### src/rtl/async_rx.sv
// 8N1 asynchronous serial receiver: 2-FF synchronizer, start-edge bit timing from a
// bit-period counter, LSB-first shift register and a registered byte/valid/error output stage.
module async_rx #(
    parameter logic [15:0] CLKS_PER_BIT = 16'd5208,
    parameter int          WIDTH        = 16,
    parameter int          DATA_BITS    = 8
) (
    input  logic                 clk_in,
    input  logic                 rst_n,
    input  logic                 en,
    input  logic                 rx_in,
    output logic [DATA_BITS-1:0] data_out,
    output logic                 data_valid,
    output logic                 frame_err,
    output logic                 busy
);

    localparam int               C_INT  = int'(CLKS_PER_BIT);
    localparam logic [WIDTH-1:0] C_LAST = WIDTH'(C_INT - 1);
    localparam logic [WIDTH-1:0] H_LAST = WIDTH'(C_INT / 2 - 1);
    localparam int               IDX_W  = $clog2(DATA_BITS);
    localparam logic [IDX_W-1:0] IDX_LAST = IDX_W'(DATA_BITS - 1);

    typedef enum logic [1:0] {
        S_IDLE,
        S_START,
        S_DATA,
        S_STOP
    } state_t;

    state_t                 state;
    logic [WIDTH-1:0]       cnt;
    logic [IDX_W-1:0]       idx;
    logic [DATA_BITS-1:0]   shift;
    logic [1:0]             sync_q;
    logic                   rx_s;
    logic                   done;
    logic                   done_ok;

    // NOTE: the synchronizer resets to 1 (idle line) so leaving reset never looks like a start bit.
    always_ff @(posedge clk_in or negedge rst_n) begin
        if (!rst_n) begin
            sync_q <= 2'b11;
        end else begin
            sync_q <= {sync_q[0], rx_in};
        end
    end

    assign rx_s = sync_q[1];

    // NOTE: every state register here uses <=, so all branches read the pre-edge values.
    always_ff @(posedge clk_in or negedge rst_n) begin
        if (!rst_n) begin
            state      <= S_IDLE;
            cnt        <= '0;
            idx        <= '0;
            shift      <= '0;
            done       <= 1'b0;
            done_ok    <= 1'b0;
            data_out   <= '0;
            data_valid <= 1'b0;
            frame_err  <= 1'b0;
            busy       <= 1'b0;
        end else if (!en) begin
            data_valid <= 1'b0;
        end else begin
            data_valid <= 1'b0;
            done       <= 1'b0;

            // Output stage: publishes the frame sampled in STOP on the previous cycle.
            if (done) begin
                if (done_ok) begin
                    data_out   <= shift;
                    data_valid <= 1'b1;
                    frame_err  <= 1'b0;
                end else begin
                    frame_err  <= 1'b1;
                end
            end

            case (state)
                S_IDLE: begin
                    if (!rx_s) begin
                        state <= S_START;
                        cnt   <= '0;
                        busy  <= 1'b1;
                    end
                end
                S_START: begin
                    if (cnt == H_LAST) begin
                        cnt <= '0;
                        if (!rx_s) begin
                            state <= S_DATA;
                            idx   <= '0;
                        end else begin
                            state <= S_IDLE;
                            busy  <= 1'b0;
                        end
                    end else begin
                        cnt <= cnt + 1'b1;
                    end
                end
                S_DATA: begin
                    if (cnt == C_LAST) begin
                        cnt   <= '0;
                        shift <= {rx_s, shift[DATA_BITS-1:1]};
                        idx   <= idx + 1'b1;
                        if (idx == IDX_LAST) begin
                            state <= S_STOP;
                        end
                    end else begin
                        cnt <= cnt + 1'b1;
                    end
                end
                S_STOP: begin
                    if (cnt == C_LAST) begin
                        cnt     <= '0;
                        done    <= 1'b1;
                        done_ok <= rx_s;
                        state   <= S_IDLE;
                        busy    <= 1'b0;
                    end else begin
                        cnt <= cnt + 1'b1;
                    end
                end
                default: begin
                    state <= S_IDLE;
                    cnt   <= '0;
                    busy  <= 1'b0;
                end
            endcase
        end
    end

endmodule
### config.mk
export PLATFORM = sky130hd
export DESIGN_NAME = async_rx
export DESIGN_NICKNAME = d
export VERILOG_FILES = /design/src/rtl/async_rx.sv
export SDC_FILE = /design/constraint.sdc
export NUM_CORES = 1
export LEC_CHECK = 0
export CORE_MARGIN = 8
export CORE_UTILIZATION = 60
export CTS_BUF_LIST = sky130_fd_sc_hd__clkbuf_2
export CTS_CLUSTER_DIAMETER = 40
export DETAILED_ROUTE_END_ITERATION = 10
export PLACE_DENSITY = 0.81
export SLEW_MARGIN = 0
export SYNTH_ARGS = -nofsm -noshare
export SYNTH_HDL_FRONTEND = slang
export SYNTH_SLANG_ARGS = --single-unit
### constraint.sdc
create_clock -name clk_in -period 3 [get_ports clk_in]
set_clock_uncertainty 0.15 [all_clocks]
set_input_delay 0.9 -clock clk_in [delete_from_list [all_inputs] [get_ports clk_in]]
set_output_delay 0.9 -clock clk_in [all_outputs]
set_load 0.01 [all_outputs]
==> flow_summary.yaml <==
placement:
  postPlaceCellArea_mm2: 0.00231
  numPortBuffers: 14
  detailedPlacementHpwl_um: 3300
  gp_routability_congestion: 0.945
yosys:
  yosys_register_bits: 44
  synth_area_mm2: 0.00212
  synthesis.area_per_instance_um2: 10.9
  seq_area_frac_synth_pct: 52.0
  async_reset_ff_share_pct: 100
  yosys.cell_types.count: 45
  yosysWarnings: 0
  post_synthesis_net_count: 202
  synth.top_cells.by_area: "sky130_fd_sc_hd__dfrtp_1, sky130_fd_sc_hd__mux2_2, sky130_fd_sc_hd__mux2_1, sky130_fd_sc_hd__nor2_1, sky130_fd_sc_hd__nand2_1"
  postSynthCellCount: 195
  synth_top_area_share_pct: 49.5
  number_of_synthesized_flops_with_an_enable_pin: 0
  ys.flop_type: "sky130_fd_sc_hd__dfrtp_1"
  synth_largest_area_cell: "sky130_fd_sc_hd__dfrtp_1"
cells_and_area:
  drive_gt1_share_pct: 13.0
  final_common_cell: "sky130_fd_sc_hd__dfrtp_1"
  antennaDiodeCount: 0
  finish.instance_area_mm2: 0.00235
  syn2layout_area_growth_pct: 11.0
  leading_cell_types_in_the_layout_fill_and_taps_excluded: "sky130_fd_sc_hd__dfrtp_1, sky130_fd_sc_hd__nor2_1, sky130_fd_sc_hd__nand2_1"
  final_nets: 222
  nFillCells: 277
power_and_ir_drop:
  ir_drop_mv: 0.360
  seqPwrFrac_pct: 57.7
  clockPowerShare_pct: 20.3
  combPwrFrac_pct: 22.0
  swShare_pct: 35.1
  power.density_mw_per_mm2: 511
  internal_power_mw: 0.782
  switching_pwr_mw: 0.422
  leakage_nw: 1.08
floorplan:
  design.core.area_mm2: 0.00336
  num_rows: 21
  chipWidth_um: 75.5
  height_of_the_die_um: 75.5
  initial_utilization_pct: 63.1
  design.die.area_mm2: 0.00570
  io_pins: 15
global_routing:
  grt_pass1_vias: 1592
  overflow: 0
  grt_util_all_layers_pct: 17.6
  grt_antenna_before_repair: 0
  pin_count_of_the_biggest_net_entering_global_routing: 26
  grt_pass1_wl_um: 7670
route:
  drtIter0Drc: 240
  post-route-drc-count: 0
  vias: 1605
  antenna_violating_nets_post_route: 0
  via_density_per_instance: 6.13
  average_wire_length_per_cell_after_detail_routing_um: 17.0
  drt_pre_antenna_iters: 5
  finalWirelength_um: 4460
clock_tree:
  cts_tree: "yes"
  htreeDepth: 2
  cts-hold-fix-buffers: 0
  post_cts_resize_count: 0
  cts_sinks: 44
  clk_latency_ns: 0.41
  clkSlewWorstSetupHoldPaths_ns: 0.22
  tritoncts.num_buffers: 5
  number_of_setup_buffers_added_after_cts: 0
  ctsRootBufferMaster: "sky130_fd_sc_hd__clkbuf_2"
  clk_path_buf_depth: 2
critical_path:
  timing.critical_path.from_type: "flip-flop"
  cp.required_ns: 3.19
  critical_path_maximum_fanout: 5
  endpoint_kind: "flip-flop"
  worst-setup-path-type: "flip-flop to flip-flop"
  data_arrival_time_at_the_worst_slack_endpoint_ns: 2.81
sta:
  grt_setup_unrepaired: "no"
  worst-slew-pin-transition_ns: 0.633
  total_of_endpoints_with_negative_setup_slack_in_the_final_report: 0
  timing.final.crit_period_ns: 2.62
  worst_slew_margin_rel_pct: 57.4
  fmax_mhz: 381
  post-route-period-util_pct: 87.4
  setup_tns_ns: 0
  slew_violations: 0
  finalHoldViolations: 0
worst_hold_path:
  hold_class: "primary input to async pin"
outcome:
  outcome: "completed"
job:
  cap_violations: 0
==> power groups by stage <==
stage | Combinational (mW) | Clock, mW | Sequential (mW)
4_1_cts | 0.260 | 0.253 | 0.692
6_report | 0.264 | 0.244 | 0.695
3_3_place_gp | 0.247 | 0 | 0.697
5_1_grt | 0.293 | 0.274 | 0.701
2_1_floorplan | 0.182 | 0 | 0.686
3_5_place_dp | 0.257 | 0 | 0.703
==> per-layer routing <==
| layer | GRT usage, % | vias up | share of wire (%) |
|---|---|---|---|
| li1 | - | 753 | - |
| met5 | 0 | - | 0 |
| met3 | 3.55 | 10 | 6.9 |
| met4 | 8.32 | 0 | 1.8 |
| met1 | 23.2 | 786 | 44 |
| met2 | 26.9 | 56 | 48 |
==> Yosys cell counts, drive strengths merged (4+ instances only) <==
| cell type | instances |
|---|---|
| mux2 | 17 |
| o21ai | 17 |
| inv | 9 |
| nand4 | 4 |
| nor2 | 17 |
| nor4 | 7 |
| a21oi | 8 |
| nand3 | 8 |
| o31ai | 5 |
| nand2 | 15 |
| dfrtp | 42 |
==> worst paths after layout <==
kind / cells past startpoint / start / end / slack [ns]
setup / recovery: 6 / cnt[0] / done_ok / 0.38
max in group asynchronous: 2 / rst_n / sync_q[0] / 1.77
min in group clk_in: 0 / sync_q[0] / sync_q[1] / 0.22
hold / removal: 1 / rst_n / data_valid / 0.22
hold reg to reg: 0 / sync_q[0] / sync_q[1] / 0.22
setup reg to reg: 6 / cnt[0] / done_ok / 0.38
==> cells by family after synthesis <==
kind of cell,Yosys count,share of synthesized area (%)
multiplexers,17,9.02
flip-flops,44,52.0
adder cells (fa/ha/maj),3,1.77
XOR/XNOR,5,2.06
AND/OR/NAND/NOR,71,19.6
AO/OA/AOI/OAI,43,13.1
buffers and inverters,12,2.48
==> stage by stage <==
step | utilization (%) | total power, mW | setup slack, ns | hold WS (ns) | cells
after global placement | 68.7 | 0.944 | 0.217 | 0.196 | 254
after detailed placement | 68.7 | 0.960 | 0.199 | 0.200 | 254
after floorplan | - | 0.868 | 0.791 | 0.195 | 195
after CTS | 70.0 | 1.21 | 0.414 | 0.219 | 262
after global routing | 70.0 | 1.27 | 0.317 | 0.220 | 262
final | 70.0 | 1.20 | 0.378 | 0.216 | 262
==> sequential cells by signal, summed over array words and instances (netlist names), named ones only <==
signal / cells
cnt: 16
data_out: 8
shift: 8
idx: 3
sync_q: 2
busy: 1
data_valid: 1
done: 1
done_ok: 1
frame_err: 1
state: 1
==> cell type report <==
| type | instances | area, um2 | share of cell area [%] |
|---|---|---|---|
| sequential | 44 | 1100 | 46.9 |
| multi-input combinational | 139 | 966 | 41.0 |
| timing repair buffer | 16 | 150 | 6.38 |
| tap | 46 | 57.6 | 2.44 |
| inverter | 9 | 33.8 | 1.43 |
| clock buffer | 5 | 25.0 | 1.06 |
| clock inverter | 3 | 18.8 | 0.797 |
==> critical path, cell delays in order (launching register included) <==
cell	delay [ns]
sky130_fd_sc_hd__dfrtp_1	0.45
sky130_fd_sc_hd__ha_1	0.26
sky130_fd_sc_hd__or4bb_1	0.48
sky130_fd_sc_hd__nor4_1	0.51
sky130_fd_sc_hd__nand2_1	0.14
sky130_fd_sc_hd__nor2_1	0.20
sky130_fd_sc_hd__mux2_2	0.36
Power figures use the tool's default switching activity.
